File: src/rtl/dmux_stream.sv
// Pipelined MUX_SIZE-ary demux tree: one valid-qualified beat in, steered to one output
// or broadcast to all, STAGES register levels deep, with out-of-range select drop counting.
module dmux_stream #(
    parameter int WIDTH        = 8,
    parameter int OUTPUT_COUNT = 5,
    parameter int MUX_SIZE     = 2,
    parameter int ZERO_IDLE    = 1
) (
    input  logic                              clk,
    input  logic                              rst_n,
    input  logic                              ce,
    input  logic                              in_valid,
    input  logic [$clog2(OUTPUT_COUNT)-1:0]   in_sel,
    input  logic                              in_bcast,
    input  logic [WIDTH-1:0]                  in_data,
    output logic [OUTPUT_COUNT-1:0]           out_valid,
    output logic [WIDTH*OUTPUT_COUNT-1:0]     out_data,
    output logic                              err_sel,
    output logic [15:0]                       drop_count
);

    function automatic int calc_stages();
        int s;
        int cap;
        s   = 1;
        cap = MUX_SIZE;
        for (int i = 0; i < 32; i++) begin
            if (cap < OUTPUT_COUNT) begin
                cap = cap * MUX_SIZE;
                s   = s + 1;
            end
        end
        return s;
    endfunction

    localparam int SEL_WIDTH  = $clog2(MUX_SIZE);
    localparam int STAGES     = calc_stages();
    localparam int PADDED_SEL = STAGES * SEL_WIDTH;
    localparam int NODES      = MUX_SIZE ** STAGES;

    // A node exists only if the first output index under its subtree is a real output.
    function automatic bit node_built(int k, int j);
        return (j * (MUX_SIZE ** (STAGES - 1 - k))) < OUTPUT_COUNT;
    endfunction

    logic                  valid_q [STAGES][NODES];
    logic                  valid_d [STAGES][NODES];
    logic [WIDTH-1:0]      data_q  [STAGES][NODES];
    logic [WIDTH-1:0]      data_d  [STAGES][NODES];
    logic [PADDED_SEL-1:0] sel_q   [STAGES][NODES];
    logic [PADDED_SEL-1:0] sel_d   [STAGES][NODES];
    logic                  bcast_q [STAGES][NODES];
    logic                  bcast_d [STAGES][NODES];

    logic        err_q;
    logic [15:0] drop_q;

    logic                  legal;
    logic                  drop;
    logic [PADDED_SEL-1:0] sel_pad;

    always_comb begin
        logic                  p_valid;
        logic [SEL_WIDTH-1:0]  p_digit;
        logic [WIDTH-1:0]      p_data;
        logic [PADDED_SEL-1:0] p_sel;
        logic                  p_bcast;
        logic                  hit;
        int                    pk;
        int                    pj;

        legal   = in_bcast | (32'(in_sel) < OUTPUT_COUNT);
        drop    = in_valid & ce & ~legal;
        sel_pad = PADDED_SEL'(in_sel);

        for (int k = 0; k < STAGES; k++) begin
            for (int j = 0; j < NODES; j++) begin
                pk = (k == 0) ? 0 : k - 1;
                pj = j / MUX_SIZE;
                if (k == 0) begin
                    p_valid = in_valid & legal;
                    p_data  = in_data;
                    p_sel   = sel_pad;
                    p_bcast = in_bcast;
                end else begin
                    p_valid = valid_q[pk][pj];
                    p_data  = data_q[pk][pj];
                    p_sel   = sel_q[pk][pj];
                    p_bcast = bcast_q[pk][pj];
                end
                // Each level consumes the top digit and shifts the rest up for the next.
                p_digit = p_sel[PADDED_SEL-1 -: SEL_WIDTH];
                hit     = p_valid & ((p_digit == SEL_WIDTH'(j % MUX_SIZE)) | p_bcast);

                valid_d[k][j] = hit;
                data_d[k][j]  = hit ? p_data : ((ZERO_IDLE != 0) ? '0 : data_q[k][j]);
                sel_d[k][j]   = p_sel << SEL_WIDTH;
                bcast_d[k][j] = p_bcast;
            end
        end
    end

    always_ff @(posedge clk or negedge rst_n) begin
        if (!rst_n) begin
            err_q  <= 1'b0;
            drop_q <= '0;
            for (int k = 0; k < STAGES; k++) begin
                for (int j = 0; j < NODES; j++) begin
                    valid_q[k][j] <= 1'b0;
                    data_q[k][j]  <= '0;
                    sel_q[k][j]   <= '0;
                    bcast_q[k][j] <= 1'b0;
                end
            end
        end else begin
            err_q <= drop;
            if (drop && (drop_q != 16'hFFFF)) begin
                drop_q <= drop_q + 16'd1;
            end
            if (ce) begin
                for (int k = 0; k < STAGES; k++) begin
                    for (int j = 0; j < NODES; j++) begin
                        if (node_built(k, j)) begin
                            valid_q[k][j] <= valid_d[k][j];
                            data_q[k][j]  <= data_d[k][j];
                            sel_q[k][j]   <= sel_d[k][j];
                            bcast_q[k][j] <= bcast_d[k][j];
                        end
                    end
                end
            end
        end
    end

    always_comb begin
        out_valid = '0;
        out_data  = '0;
        for (int i = 0; i < OUTPUT_COUNT; i++) begin
            out_valid[i]                = valid_q[STAGES-1][i];
            out_data[i*WIDTH +: WIDTH]  = data_q[STAGES-1][i];
        end
    end

    assign err_sel    = err_q;
    assign drop_count = drop_q;

endmodule

File: config.mk
export PLATFORM = sky130hd
export DESIGN_NAME = dmux_stream
export DESIGN_NICKNAME = d
export VERILOG_FILES = /design/src/rtl/dmux_stream.sv
export SDC_FILE = /design/constraint.sdc
export NUM_CORES = 1
export LEC_CHECK = 0
export CAP_MARGIN = 25
export CORE_MARGIN = 2
export CORE_UTILIZATION = 40
export CTS_BUF_LIST = sky130_fd_sc_hd__clkbuf_8
export DETAILED_ROUTE_END_ITERATION = 10
export PLACE_DENSITY = 0.66
export SLEW_MARGIN = 20
export SYNTH_ARGS = -nofsm -noshare
export SYNTH_HDL_FRONTEND = slang
export SYNTH_SLANG_ARGS = --single-unit
File: constraint.sdc
create_clock -name clk -period 1.9 [get_ports clk]
set_clock_uncertainty 0.2 [all_clocks]
set_input_delay 0.19 -clock clk [delete_from_list [all_inputs] [get_ports clk]]
set_output_delay 0.19 -clock clk [all_outputs]
set_load 0.03 [all_outputs]
# == Yosys cells after proc, flatten, opt, wreduce, memory -nomap -nowiden ==
# Index checks and enable logic that the tools add are counted.
# W data, S select, Z words.
# totals
inputBits,16
output_inout_bits,62
register_bits,112
word_cells,64
# op_classes
n_reduce_logical,1
eq_ne,1
n_addsub,1
muxes,10
order_cmp,1
bitwise,24
# ops
op,count
$mux W8,10
$add A16 B1 Y16 const B,1
$ne A16 B16 Y1 const B,1
$and A1 B1 Y1,13
$or A1 B1 Y1,7
$not A1 Y1,4
$lt A3 B3 Y1 const B,1
$logic_and A1 B1 Y1,1

# == Longest topological paths before layout ==
# logic_depth
ltp_word,5
ltp_mapped,6
ltp_nobuf,5

# == Worst setup path after synthesis ==
# No wires, ideal clock.
# synth_timing
path_type,register to register
startpoint,"register drop_q[0], in the netlist drop_count[0]"
endpoint,"register drop_q[6], in the netlist drop_count[6]"
n_path_buf,1
stages_incl_launch_ff,7
setup_time_ns,0.139
t_arrival_ns,1.714
period_less_slack_ns,2.053
slack_ns,-0.153
t_required_ns,1.561
cell_sequence,dfrtp_1 ha_1 nand4_1 nor4_1 buf_2 nor4b_1 xor2_1
# synth_via
elab_chain_cells,2
word_cells_on_any_way,3
cone_classes,1 x add/sub; 1 x eq/ne; 1 x reduce/logical
# synth_lines
item,line_no,rtl
"start, declared",56,logic [15:0] drop_q;
"start signal, assigned",118,drop_q <= drop_q + 16'd1;
branches (longest 2 deep; another with $add A16 B1 Y16),--,
# Parallel ways; which one is timed is not known.
# A chain may end at the register's enable or synchronous reset.

# == Worst setup path in the final report ==
# layout_timing
startpoint,"register data_q, in the netlist out_data[33]"
endpoint,output out_data[33]
# layout_lines
item,line_no,rtl
"start, declared",48,logic [WIDTH-1:0] data_q [STAGES][NODES];
"start signal, assigned by index",125,data_q[k][j] <= data_d[k][j];
"end, declared",17,"output logic [WIDTH*OUTPUT_COUNT-1:0] out_data,"
# No word-level cell between the ends.

==> impl_metrics.env <==
export IMPL_ys_seq_area_share_pct=61.7
export IMPL_fin_crit_sh_pct=96.5
export IMPL_slowest_delay_ps=700
export IMPL_nets=417
export IMPL_tightestPinTransition_ps=868
export IMPL_dieArea_mm2=0.0122
export IMPL_fin_crit_ps=1830
export IMPL_nFillCells=956
export IMPL_slowest_stage="clkdlybuf4s50_1"
export IMPL_antenna_left=0
export IMPL_die_h_um=111
export IMPL_netlist_instances=348
export IMPL_multi_input_area_mm2=0.00138
export IMPL_routed_wl_mm=9.26
export IMPL_grt_pass1_wl_mm=15.4
export IMPL_clk_latency_ps=360
export IMPL_max_clock_freq_mhz=545
export IMPL_yosysWarnings=0
export IMPL_num_rows=38
export IMPL_hp_class="in2async"
export IMPL_overflow=0
export IMPL_cp_max_fo=2
export IMPL_grt_pass1_vias=2990
export IMPL_status="completed"
export IMPL_port_buffers=77
export IMPL_worst_path_buf_inv=1
export IMPL_critPathTopFamily="buffers and inverters"
export IMPL_post_route_util_pct=51.2
export IMPL_synth_cell_type_count=33
export IMPL_insertedDiodeCount=0
export IMPL_areaGrowthSynthToFinish_pct=23.4
export IMPL_irDropWorstVdd_mv=0.510
export IMPL_synth_top_area_share_pct=61.7
export IMPL_tritoncts="built"
export IMPL_grt_max_degree=91
export IMPL_synth_most_common_cell="dfrtp_1"
export IMPL_hpwl_mm=6.36
export IMPL_place_gp_congestion=0.804
export IMPL_cts_sinks=112
export IMPL_ys_top_cells_by_area="dfrtp_1, a22o_1, buf_4"
export IMPL_critPathCaptureType="output pin"
export IMPL_rsz0062_at_grt="true"
export IMPL_drv_slew=0
export IMPL_coreArea_mm2=0.0109
export IMPL_start_util_pct=41.5
export IMPL_setup_viol=0
export IMPL_required_ps=1510
export IMPL_hold_violations=0
export IMPL_cts_htree_levels=3
export IMPL_synth_ff_type="dfrtp_1"
export IMPL_wl_per_cell_um=17.0
export IMPL_via_per_inst=5.36
export IMPL_fin_cells=545
export IMPL_synthesis_area_mm2=0.00454
export IMPL_maxCapViolCount=0
export IMPL_first_iter_violations=148
export IMPL_crit_arrival_ps=1440
export IMPL_track_usage_pct=15.4
export IMPL_synth_fp_nets=365
export IMPL_avgSynthCellArea_um2=13.0
export IMPL_async_reset_ff_share_pct=100
export IMPL_drc=0
export IMPL_leakage_uw=0.00281
export IMPL_crit_chain="clkdlybuf4s50_1"
export IMPL_die_w_um=111
export IMPL_ioPinCount=78
export IMPL_synth_area_leader_cell="dfrtp_1"
export IMPL_power_per_cell_area_mw_per_mm2=845
export IMPL_synth_seq_cells=112
export IMPL_synth_common_cells="dfrtp_1, a22o_1, buf_4, clkbuf_1, xor2_1"
export IMPL_critPathKind="reg2out"
export IMPL_final_layout_size_suffix_gt1_share_pct=16.3
export IMPL_max_slew_margin_pct=42.2
export IMPL_clk_pin_slew_ps=110
export IMPL_cts_root_buf="clkbuf_8"
export IMPL_crit_path_start_kind="flop"
export IMPL_antenna_found_initial=0
export IMPL_synth_edf_count=0
export IMPL_dr_pass1_iters=4
export IMPL_vias=2921
export IMPL_cts_buffer_depth=2
export IMPL_dp_cells=526
export IMPL_cts_buffers=9
export IMPL_regArea_mm2=0.00281
[cells in the final DEF, fill, tap and decap left out, types with 6 or more instances in the layout]
cell type        count
dfrtp_1            107
a22o_1              80
clkdlybuf4s50_1     60
buf_4               24
xor2_1              15
dlygate4sd2_1       11
a21o_1              10
clkbuf_8             9
nor2_1               7
nand2_1              6
[path summary, 6_finish.rpt]
check                              startpoint  depth (start not counted)              to  slack [ps]
worst max-delay path             out_data[33]                          1    out_data[33]          70
worst min-delay path                    rst_n                          2     out_data[8]          70
worst max register to register  drop_count[0]                          5  drop_count[10]          80
worst min register to register    valid_q[13]                          1     valid_q[13]         280
max in group asynchronous               rst_n                          3    out_data[12]         820
min in group clk                  valid_q[13]                          1     valid_q[13]         280
[power breakdown]
part	switching, uW	internal, uW	leakage (uW)
sequential	103	2510	0.00152
clock	835	637	0.000106
combinational	366	286	0.00118
total	1300	3430	0.00281
[cells by family (layout without fill, tap and decap cells)]
group	Yosys count	after routing	share of synthesized area [%]
flops	112	112	61.7
compound gates	97	97	18.0
buf+inv	69	126	9.62
simple gates	49	49	6.23
xor+xnor	15	15	2.89
mux	5	5	1.24
fa+ha+maj	1	1	0.276
[state kept, by name, indices dropped and copies added (netlist names)]
register	flops
err_sel	1
bcast_d	2
sel_d	1
sel_q	2
out_valid	5
out_data	40
data_q	40
drop_count	16
valid_q	5
[metal layers]
metal | wire, um | part of all wire [%] | GRT usage (%)
met1 | 4460 | 48 | 21.5
met2 | 4330 | 47 | 24.1
met3 | 363 | 3.9 | 3.02
met4 | 94 | 1.0 | 5.33
met5 | 0 | 0 | 0
[final cells by class]
cell class	instances	share of cell area (%)
Tap cell	140	3.13
Multi-Input combinational cell	167	24.6
Clock buffer	9	2.21
Clock inverter	7	1.52
Sequential cell	112	50.1
Inverter	6	0.402
Timing Repair Buffer	104	18.0
[per-stage QoR]
stage | setup WS (ps) | instance area, um2 | power, uW | setup TNS [ps] | hold slack (ps)
6_report | 65.6 | 5600 | 4740 | 0 | 66.5
5_1_grt | 0.0646 | 5600 | 4950 | 0 | 81.6
4_1_cts | 1.18 | 5520 | 4760 | 0 | 65.7
3_5_place_dp | -287 | 5300 | 3320 | -19130 | -82.6
3_3_place_gp | -214 | 5300 | 3310 | -15220 | -84.8
2_1_floorplan | -21.4 | 4550 | 2990 | -42.7 | -306
[timing repair]
item	in CTS	in global routing
endpoints found under the hold margin	112	0
gates resized for setup	13	17
setup buffers	0	2
hold buffers	1	0
pin swaps	0	4
endpoints found under the setup margin	12	21
No activity file was read; power rests on OpenSTA's default activity.
